File: src/rtl/alu_ctrl_pkg.sv
// Shared encodings for the RV32 ALU control unit: operation codes, ALU_Op
// classes, funct7 patterns and the multi-cycle sequencer states.
package alu_ctrl_pkg;

  typedef enum logic [4:0] {
    OP_ADD    = 5'd0,
    OP_SUB    = 5'd1,
    OP_SLL    = 5'd2,
    OP_SLT    = 5'd3,
    OP_SLTU   = 5'd4,
    OP_XOR    = 5'd5,
    OP_SRL    = 5'd6,
    OP_SRA    = 5'd7,
    OP_OR     = 5'd8,
    OP_AND    = 5'd9,
    OP_PASS_B = 5'd10,
    OP_MUL    = 5'd16,
    OP_MULH   = 5'd17,
    OP_MULHSU = 5'd18,
    OP_MULHU  = 5'd19,
    OP_DIV    = 5'd20,
    OP_DIVU   = 5'd21,
    OP_REM    = 5'd22,
    OP_REMU   = 5'd23
  } alu_op_e;

  localparam logic [2:0] CLS_R     = 3'b000;
  localparam logic [2:0] CLS_I     = 3'b001;
  localparam logic [2:0] CLS_LUI   = 3'b010;
  localparam logic [2:0] CLS_BR    = 3'b011;
  localparam logic [2:0] CLS_MEM   = 3'b100;
  localparam logic [2:0] CLS_AUIPC = 3'b101;
  localparam logic [2:0] CLS_JUMP  = 3'b110;
  localparam logic [2:0] CLS_RSVD  = 3'b111;

  localparam logic [6:0] F7_BASE   = 7'b0000000;
  localparam logic [6:0] F7_ALT    = 7'b0100000;
  localparam logic [6:0] F7_MULDIV = 7'b0000001;

  typedef enum logic [1:0] {
    S_IDLE = 2'd0,
    S_BUSY = 2'd1,
    S_DONE = 2'd2
  } mc_state_e;

  // funct3 ordering shared by R-type base ops and the non-shift I-type ops.
  function automatic alu_op_e base_op(input logic [2:0] funct3);
    alu_op_e op;
    case (funct3)
      3'b000:  op = OP_ADD;
      3'b001:  op = OP_SLL;
      3'b010:  op = OP_SLT;
      3'b011:  op = OP_SLTU;
      3'b100:  op = OP_XOR;
      3'b101:  op = OP_SRL;
      3'b110:  op = OP_OR;
      default: op = OP_AND;
    endcase
    return op;
  endfunction

endpackage

File: src/rtl/alu_op_decoder.sv
// Pure combinational decode of ALU_Op / funct3 / funct7 into an operation
// code, an illegal flag and multi-cycle / divide qualifiers.
module alu_op_decoder
  import alu_ctrl_pkg::*;
#(
  parameter bit ENABLE_M = 1'b1
) (
  input  logic [2:0] alu_op_i,
  input  logic [2:0] funct3_i,
  input  logic [6:0] funct7_i,
  output alu_op_e    op_o,
  output logic       illegal_o,
  output logic       is_multicycle_o,
  output logic       is_div_o
);

  alu_op_e op_raw;
  logic    illegal_raw;

  // NOTE: every output of an always_comb gets a default first; a path that
  // leaves one unassigned would infer a latch.
  always_comb begin
    op_raw      = OP_ADD;
    illegal_raw = 1'b0;
    case (alu_op_i)
      CLS_R: begin
        if (funct7_i == F7_BASE) begin
          op_raw = base_op(funct3_i);
        end else if (funct7_i == F7_ALT) begin
          if (funct3_i == 3'b000)      op_raw = OP_SUB;
          else if (funct3_i == 3'b101) op_raw = OP_SRA;
          else                         illegal_raw = 1'b1;
        end else if (ENABLE_M && funct7_i == F7_MULDIV) begin
          op_raw = alu_op_e'({2'b10, funct3_i});
        end else begin
          illegal_raw = 1'b1;
        end
      end
      CLS_I: begin
        if (funct3_i == 3'b001) begin
          if (funct7_i == F7_BASE) op_raw = OP_SLL;
          else                     illegal_raw = 1'b1;
        end else if (funct3_i == 3'b101) begin
          if (funct7_i == F7_BASE)     op_raw = OP_SRL;
          else if (funct7_i == F7_ALT) op_raw = OP_SRA;
          else                         illegal_raw = 1'b1;
        end else begin
          op_raw = base_op(funct3_i);
        end
      end
      CLS_LUI: op_raw = OP_PASS_B;
      CLS_BR: begin
        case (funct3_i[2:1])
          2'b00:   op_raw = OP_SUB;
          2'b10:   op_raw = OP_SLT;
          2'b11:   op_raw = OP_SLTU;
          default: illegal_raw = 1'b1;
        endcase
      end
      CLS_MEM, CLS_AUIPC, CLS_JUMP: op_raw = OP_ADD;
      CLS_RSVD: illegal_raw = 1'b1;
      default:  illegal_raw = 1'b1;
    endcase
  end

  assign op_o            = illegal_raw ? OP_ADD : op_raw;
  assign illegal_o       = illegal_raw;
  assign is_multicycle_o = !illegal_raw && op_raw[4];
  assign is_div_o        = !illegal_raw && op_raw[4] && op_raw[2];

endmodule

File: src/rtl/alu_control_mc.sv
// ALU control unit top: combinational decode for single-cycle ops plus a
// start/busy/done sequencer that stalls the PC during MUL/DIV/REM.
module alu_control_mc
  import alu_ctrl_pkg::*;
#(
  parameter int unsigned OP_W       = 5,
  parameter bit          ENABLE_M   = 1'b1,
  parameter int unsigned MUL_CYCLES = 3,
  parameter int unsigned DIV_CYCLES = 32
) (
  input  logic            clk,
  input  logic            reset,
  input  logic            valid_i,
  input  logic [2:0]      alu_op_i,
  input  logic [2:0]      funct3_i,
  input  logic [6:0]      funct7_i,
  input  logic            flush_i,
  output logic [OP_W-1:0] alu_operation_o,
  output logic            illegal_o,
  output logic            start_o,
  output logic            stall_o,
  output logic            busy_o,
  output logic            done_o
);

  localparam int unsigned MAX_CYCLES = (MUL_CYCLES > DIV_CYCLES) ? MUL_CYCLES : DIV_CYCLES;
  localparam int unsigned CNT_W      = $clog2(MAX_CYCLES);
  localparam logic [CNT_W-1:0] MUL_LOAD = CNT_W'(MUL_CYCLES - 2);
  localparam logic [CNT_W-1:0] DIV_LOAD = CNT_W'(DIV_CYCLES - 2);

  alu_op_e    dec_op;
  logic       dec_illegal;
  logic       dec_multi;
  logic       dec_div;

  mc_state_e  state_q, state_d;
  logic [CNT_W-1:0] cnt_q, cnt_d;
  alu_op_e    op_q, op_d;

  alu_op_e    op_out;
  logic       illegal_out, start_out, stall_out, busy_out, done_out;

  alu_op_decoder #(
    .ENABLE_M (ENABLE_M)
  ) u_decoder (
    .alu_op_i        (alu_op_i),
    .funct3_i        (funct3_i),
    .funct7_i        (funct7_i),
    .op_o            (dec_op),
    .illegal_o       (dec_illegal),
    .is_multicycle_o (dec_multi),
    .is_div_o        (dec_div)
  );

  // NOTE: sequential state uses non-blocking assignments so every register
  // samples the pre-edge value of the others.
  always_ff @(posedge clk or posedge reset) begin
    if (reset) begin
      state_q <= S_IDLE;
      cnt_q   <= '0;
      op_q    <= OP_ADD;
    end else begin
      state_q <= state_d;
      cnt_q   <= cnt_d;
      op_q    <= op_d;
    end
  end

  always_comb begin
    state_d     = state_q;
    cnt_d       = cnt_q;
    op_d        = op_q;
    op_out      = OP_ADD;
    illegal_out = 1'b0;
    start_out   = 1'b0;
    stall_out   = 1'b0;
    busy_out    = 1'b0;
    done_out    = 1'b0;
    case (state_q)
      S_IDLE: begin
        if (valid_i) begin
          illegal_out = dec_illegal;
          op_out      = dec_op;
        end
        if (valid_i && dec_multi && !flush_i) begin
          start_out = 1'b1;
          stall_out = 1'b1;
          op_d      = dec_op;
          cnt_d     = dec_div ? DIV_LOAD : MUL_LOAD;
          state_d   = S_BUSY;
        end
      end
      S_BUSY: begin
        op_out    = op_q;
        stall_out = 1'b1;
        busy_out  = 1'b1;
        if (cnt_q == '0) state_d = S_DONE;
        else             cnt_d   = cnt_q - CNT_W'(1);
      end
      S_DONE: begin
        // Always drop back to IDLE so the instruction still on the inputs
        // is not launched a second time.
        op_out   = op_q;
        busy_out = 1'b1;
        done_out = !flush_i;
        state_d  = S_IDLE;
      end
      default: state_d = S_IDLE;
    endcase
    if (flush_i) begin
      state_d = S_IDLE;
      cnt_d   = '0;
    end
  end

  // Reset is asynchronous at the outputs too: everything reads zero while it is high.
  assign alu_operation_o = reset ? '0 : OP_W'(op_out);
  assign illegal_o       = !reset && illegal_out;
  assign start_o         = !reset && start_out;
  assign stall_o         = !reset && stall_out;
  assign busy_o          = !reset && busy_out;
  assign done_o          = !reset && done_out;

endmodule
File: config.mk
export PLATFORM = sky130hd
export DESIGN_NAME = alu_control_mc
export DESIGN_NICKNAME = d
export VERILOG_FILES = /design/src/rtl/alu_ctrl_pkg.sv /design/src/rtl/alu_op_decoder.sv /design/src/rtl/alu_control_mc.sv
export SDC_FILE = /design/constraint.sdc
export NUM_CORES = 1
export LEC_CHECK = 0
export CORE_MARGIN = 10
export CORE_UTILIZATION = 41
export DETAILED_ROUTE_END_ITERATION = 10
export PLACE_DENSITY = 0.72
export SKIP_CTS_REPAIR_TIMING = 1
export SYNTH_ARGS = -nofsm -noshare
export SYNTH_HDL_FRONTEND = slang
export SYNTH_SLANG_ARGS = --single-unit
File: constraint.sdc
create_clock -name clk -period 3.7 [get_ports clk]
set_input_delay 0.555 -clock clk [delete_from_list [all_inputs] [get_ports clk]]
set_output_delay 0.555 -clock clk [all_outputs]
set_load 0.03 [all_outputs]
=== Word level (Yosys, flattened, before mapping) ===
Index checks and enable logic that the tools add are counted.

* Flip-flop bits (word level): 12
* Input port bits: 17
* Output and inout port bits: 10
* Logic and storage cells: 93

* Add/sub/neg operators: 1
* Eq/ne operators: 19
* Multiplexer cells: 46
* Reductions and logical operators: 24

{| class="wikitable"
|+ Operators with widths
! cell !! number
|-
| $mux W5 || 14
|-
| $pmux W4 S7 || 1
|-
| $pmux W4 S5 || 1
|-
| $pmux W5 S2 || 2
|-
| $pmux W5 S4 || 1
|-
| $mux W1 || 17
|-
| $eq A3 B2 Y1 const B || 4
|-
| $eq A3 B3 Y1 const B || 4
|-
| $logic_and A1 B1 Y1 || 9
|-
| $ne A3 B3 Y1 const B || 3
|-
| $pmux W3 S3 || 1
|-
| $mux W2 || 4
|-
| $eq A7 B1 Y1 const B || 1
|-
| $eq A7 B6 Y1 const B || 1
|-
| $logic_not A7 Y1 || 1
|-
| $eq A2 B2 Y1 const B || 3
|-
| $eq A3 B1 Y1 const B || 2
|-
| $logic_not A3 Y1 || 2
|-
| $mux W3 || 2
|-
| $logic_not A5 Y1 || 1
|-
| $sub A5 B1 Y5 const B || 1
|-
| $logic_not A2 Y1 || 2
|-
| $pmux W1 S4 || 1
|-
| $pmux W2 S2 || 1
|-
| 8 further kinds || 11
|}

=== Longest topological paths before layout ===
Gate-level depths: netlist of run 1.

* Depth after elaboration: 13
* Mapped depth: 8
* Mapped depth without buffers: 7

=== Cells and area by module ===
From an unflattened synthesis of run 1, not the netlist that was laid out.

* Cells, all modules: 146
* Area, all modules: 1244.9 µm²

{| class="wikitable"
|+ Modules (own cells, without submodules)
! module !! instances !! cells each !! area an instance (µm²) !! sequential area each (µm²)
|-
| alu_control_mc || 1 || 84 || 814.5 || 300.3
|-
| alu_op_decoder || 1 || 62 || 430.4 || 0.0
|}

=== Least setup slack after synthesis of run 1 ===
OpenSTA, ideal clock, no wires.

* Path type: in2out
* From: in funct7_i[1]
* To: out alu_operation_o[0]
* Data arrival time: 2349 ps
* Data required time: 3145 ps
* Setup slack: 796 ps
* Cell stages on the path: 5
* Path through: nor4_1 -> nand2_1 -> mux2_2 -> o21ai_0 -> a221oi_1

* Longest elaborated chain between the ends: 10

{| class="wikitable"
|+ Ends and longest elaborated chain
! what !! line !! RTL
|-
| from (decl) || alu_control_mc.sv:16 || <nowiki>input logic [6:0] funct7_i,</nowiki>
|-
| $eq A7 B6 Y1 || alu_op_decoder.sv:29, alu_op_decoder.sv:45 ||
|-
| $mux W3 / $mux W1 (equally long branches) || alu_op_decoder.sv:45 || <nowiki>else if (funct7_i == F7_ALT) op_raw = OP_SRA;</nowiki>
|-
| $mux W5 / $mux W1 (equally long branches) || alu_op_decoder.sv:44 || <nowiki>if (funct7_i == F7_BASE) op_raw = OP_SRL;</nowiki>
|-
| $mux W5 / $mux W1 (equally long branches) || alu_op_decoder.sv:43 || <nowiki>end else if (funct3_i == 3'b101) begin</nowiki>
|-
| $mux W5 / $mux W1 (equally long branches) || alu_op_decoder.sv:40 || <nowiki>if (funct3_i == 3'b001) begin</nowiki>
|-
| $pmux W5 S4 / $pmux W1 S4 (equally long branches) || alu_op_decoder.sv:25 || <nowiki>case (alu_op_i)</nowiki>
|-
| $mux W5 * || alu_op_decoder.sv:66 || <nowiki>assign op_o = illegal_raw ? OP_ADD : op_raw;</nowiki>
|-
| $mux W5 * || alu_control_mc.sv:81 || <nowiki>if (valid_i) begin</nowiki>
|-
| $pmux W5 S2 * || alu_control_mc.sv:79 || <nowiki>case (state_q)</nowiki>
|-
| $mux W5 * || alu_control_mc.sv:117 || <nowiki>assign alu_operation_o = reset ? '0 : OP_W'(op_out);</nowiki>
|-
| to (decl) || alu_control_mc.sv:18 || <nowiki>output logic [OP_W-1:0] alu_operation_o,</nowiki>
|}

Mark *: on every way between the ends. The rest lies on a longest branch, timed or not.

=== Worst setup path in the final report of run 1 ===
* From: in funct3_i[0]
* To: out alu_operation_o[2]

* Longest elaborated chain between the ends: 10

{| class="wikitable"
|+ Ends and longest elaborated chain
! what !! line !! RTL
|-
| from (decl) || alu_control_mc.sv:15 || <nowiki>input logic [2:0] funct3_i,</nowiki>
|-
| $eq A3 B3 Y1 || alu_ctrl_pkg.sv:49, alu_op_decoder.sv:31, alu_op_decoder.sv:43 ||
|-
| $mux W3 / $mux W1 (equally long branches) || alu_op_decoder.sv:31 || <nowiki>else if (funct3_i == 3'b101) op_raw = OP_SRA;</nowiki>
|-
| $mux W5 / $mux W1 (equally long branches) || alu_op_decoder.sv:30 || <nowiki>if (funct3_i == 3'b000) op_raw = OP_SUB;</nowiki>
|-
| $mux W5 / $mux W1 (equally long branches) || alu_op_decoder.sv:29 || <nowiki>end else if (funct7_i == F7_ALT) begin</nowiki>
|-
| $mux W5 / $mux W1 (equally long branches) || alu_op_decoder.sv:27 || <nowiki>if (funct7_i == F7_BASE) begin</nowiki>
|-
| $pmux W5 S4 / $pmux W1 S4 (equally long branches) || alu_op_decoder.sv:25 ||
|-
| $mux W5 * || alu_op_decoder.sv:66 ||
|-
| $mux W5 * || alu_control_mc.sv:81 ||
|-
| $pmux W5 S2 * || alu_control_mc.sv:79 ||
|-
| $mux W5 * || alu_control_mc.sv:117 ||
|}

Marked as above.

==> results of run 1 <==
## registers in the layout, summed over array words and instances (netlist names)
signal and cells:
cnt_q 5, op_q 5, state_q 2
## worst reg2reg max path: cells and delay by family (launching register included)
family / cells / cell delay [ps]
buffers and inverters: 2 / 260
AOI/OAI and AO/OA: 2 / 470
adders and majority gates: 1 / 390
DFF: 1 / 420
and+or+nand+nor: 2 / 330
## area by class of cell
cell class | instances | share of cell area [%]
multi-input cells | 139 | 56.1
inverters | 10 | 2.28
well taps | 44 | 3.35
flip-flops and latches | 12 | 18.3
repair buffers | 31 | 17.8
clock buffers | 4 | 2.21
## stage by stage
| stage | hold slack (ps) | setup slack, ps | power (W) | cell area, um2 |
|---|---|---|---|---|
| floorplan | 420 | 796 | 0.000181 | 1320 |
| global placement | 454 | 303 | 0.000213 | 1610 |
| detailed placement | 454 | 254 | 0.000214 | 1610 |
| CTS | 477 | 242 | 0.000325 | 1640 |
| global route | 501 | 61.9 | 0.000337 | 1640 |
| finish | 472 | 248 | 0.000323 | 1640 |
## cell usage in the layout, fill, tap and decap left out, types with 2 or more instances in the layout
cell type        Yosys  layout
a211oi_1             2       2
a21boi_0             3       3
a21oi_1              9       9
a311oi_1             2       2
buf_4                1       7
clkbuf_4             0       3
clkdlybuf4s50_1      0      24
dfrtp_1             12      12
ha_1                 7       7
inv_1               10      10
nand2_1             13      13
nand2b_1             6       6
nand3_1              5       5
nand3b_1             3       3
nor2_1              25      25
nor2b_1              4       4
nor3_1               7       7
nor3b_1              3       3
nor4_1               3       3
nor4b_1              2       2
o2111ai_1            2       2
o21ai_0              8       8
o21bai_1             2       2
o22ai_1              2       2
or2_2                2       2
## report_power, final
part | internal [W] | switching, W | leakage (nW)
Clock | 0.0000599 | 0.0000508 | 0.0210
Combinational | 0.0000363 | 0.0000435 | 0.459
Sequential | 0.000132 | 0.000000368 | 0.168
## logic make-up after synthesis
kind of cell    after synthesis  synth area share [%]
mux                           2                  1.61
fa+ha+maj                     7                  6.62
compound gates               46                  27.0
buf+inv                      19                  7.57
simple gates                 83                  33.9
flops                        12                  22.7
xor+xnor                      1                 0.662
## per-layer routing
| layer | wire, um | global-route usage, % | vias up | share of wire, % |
|---|---|---|---|---|
| met4 | 76 | 5.20 | 0 | 2.1 |
| met5 | 0 | 0 | - | 0 |
| met3 | 201 | 1.98 | 9 | 5.5 |
| met2 | 1740 | 21.0 | 51 | 48 |
| li1 | - | - | 673 | - |
| met1 | 1610 | 14.7 | 636 | 44 |
## final timing paths
check | from | end | slack (ps) | cells past startpoint
min reg2reg | op_q[4] | op_q[4] | 470 | 1
max | funct3_i[0] | alu_operation_o[2] | 250 | 7
min in group asynchronous | reset | cnt_q[3] | 770 | 2
max in group asynchronous | reset | state_q[1] | 2590 | 2
max reg2reg | state_q[1] | cnt_q[2] | 1750 | 7
min | op_q[4] | op_q[4] | 470 | 1
==> key figures, run 1 <==
Final layout
  • Nets: 221
  • Final Non-Filler Cells: 240
  • Final core occ: 53.4%
  • Layout cells sized above 1: 12.2%
  • Antenna diode count: 0
  • Layout Area Growth over Synthesis: 24.3%
  • Register Area: 300 um2
  • Footprint of the multi-input gates: 922 um2
  • Fillers: 295

Synth
  • Post-synth EDFFs: 0
  • Yosys top cell area share: 22.7%
  • Post-synthesis async set-or-reset flop share: 100%
  • Syn Std Cell Area: 1320 um2
  • Seq cells post-synth: 12
  • Post-synthesis net count: 194
  • Cell variety after synth: 56
  • Post-synthesis sequential area ratio: 22.7%
  • Synth Instances: 170
  • Most common cell in the synthesized netlist: nor2_1
  • Post-synth top cells: nor2_1 (25), nand2_1 (13), dfrtp_1 (12), inv_1 (10), a21oi_1 (9)
  • Warnings, synthesis: 0
  • Main area contributors after synthesis: dfrtp_1 (23%), nor2_1 (7.1%), ha_1 (6.6%)
  • Synth Flop Type: dfrtp_1
  • Syn avg cell area: 7.78 um2
  • Area leader, netlist: dfrtp_1

Timing
  • Slew margin rel.: 66.7%
  • Final period util: 93.3%
  • Max-slew violations: 0
  • F_max: 290 MHz
  • Final hold violations: 0
  • RSZ-0062 raised after global routing: false
  • Tmin final: 3450 ps
  • Slew @ Worst Pin: 499 ps
  • Max Clock Skew: 2.02 ps
  • Setup-failing EPs final: 0
  • Setup TNS: 0 ps

Clock tree
  • Clock Latency Late Sink: 280 ps
  • TritonCTS clock tree: done
  • H-Tree Level Count: 1
  • Clock slew at reported path FFs: 80 ps
  • # clock sinks: 12
  • Clock Tree Buf Depth: 2
  • Num CTS Buffers: 3
  • Root Buffer: clkbuf_4

Floorplanning
  • Die area: 5900 um2
  • Die Y: 76.8 um
  • Core area: 3080 um2
  • Die Wd: 76.8 um
  • IO Pins: 27
  • Num rows: 20
  • Starting Density: 43.0%

Power
  • Power Dens Cells: 196 nW/um2
  • Pleak: 0.647 nW
  • VDD IR max: 0.163 mV

Place
  • IO buf count: 26
  • GPL Wtd Cong: 0.980
  • Inst Count DP: 236
  • Post-DP HPWL: 2880 um

Route
  • Avg WL per Cell: 15.1 um
  • Routed Antenna Nets: 0
  • DR iter-0 viols: 172
  • Drt drc: 0
  • DR vias: 1369
  • Pre-Repair DR Iteration Count: 4
  • DR vias/cell: 5.70
  • Final WL: 3630 um

GRT
  • Largest net degree at the start of global routing: 13
  • Global-route wire length before repair: 6260 um
  • All-layer global routing usage: 12.3%
  • Number of antenna violations at the first check in global routing: 0
  • GRT overflow: 0
  • Number of global-route vias before repair: 1358

Worst setup path
  • Crit-path max cell delay: 690 ps
  • Crit path top cell by count: clkdlybuf4s50_1
  • Crit path DAT: 2900 ps
  • Cell family with most CP delay: buffers and inverters
  • Startpoint Class: primary input
  • Critical Path RT: 3140 ps
  • Worst path bufs/invs: 2
  • CP max FO: 10
  • Critical path cell sequence: clkdlybuf4s50_1 -> nor4bb_1 -> o21ai_0 -> nor3_1 -> o21bai_1 -> a21oi_1 -> clkdlybuf4s50_1
  • CP Class: in2out
  • Crit-path slowest cell: clkdlybuf4s50_1
  • CP Capture Type: output pin

Worst hold path
  • Min-delay worst type: reg2reg

Run status
  • Status: completed

Run
  • Max-Cap Viols: 0
(Power assumes the default switching activity.)
==> run 2: changes to the inputs <==
--- a/config.mk
+++ b/config.mk
@@ -5,10 +5,12 @@
 export SDC_FILE = /design/constraint.sdc
 export NUM_CORES = 1
 export LEC_CHECK = 0
+export CAP_MARGIN = 20
 export CORE_MARGIN = 10
 export CORE_UTILIZATION = 41
 export DETAILED_ROUTE_END_ITERATION = 10
 export PLACE_DENSITY = 0.72
+export SETUP_SLACK_MARGIN = 0.02
 export SKIP_CTS_REPAIR_TIMING = 1
 export SYNTH_ARGS = -nofsm -noshare
 export SYNTH_HDL_FRONTEND = slang
==> results of run 2 <==
Same layout as run 1: the final DEF is identical, and so are final timing and power.
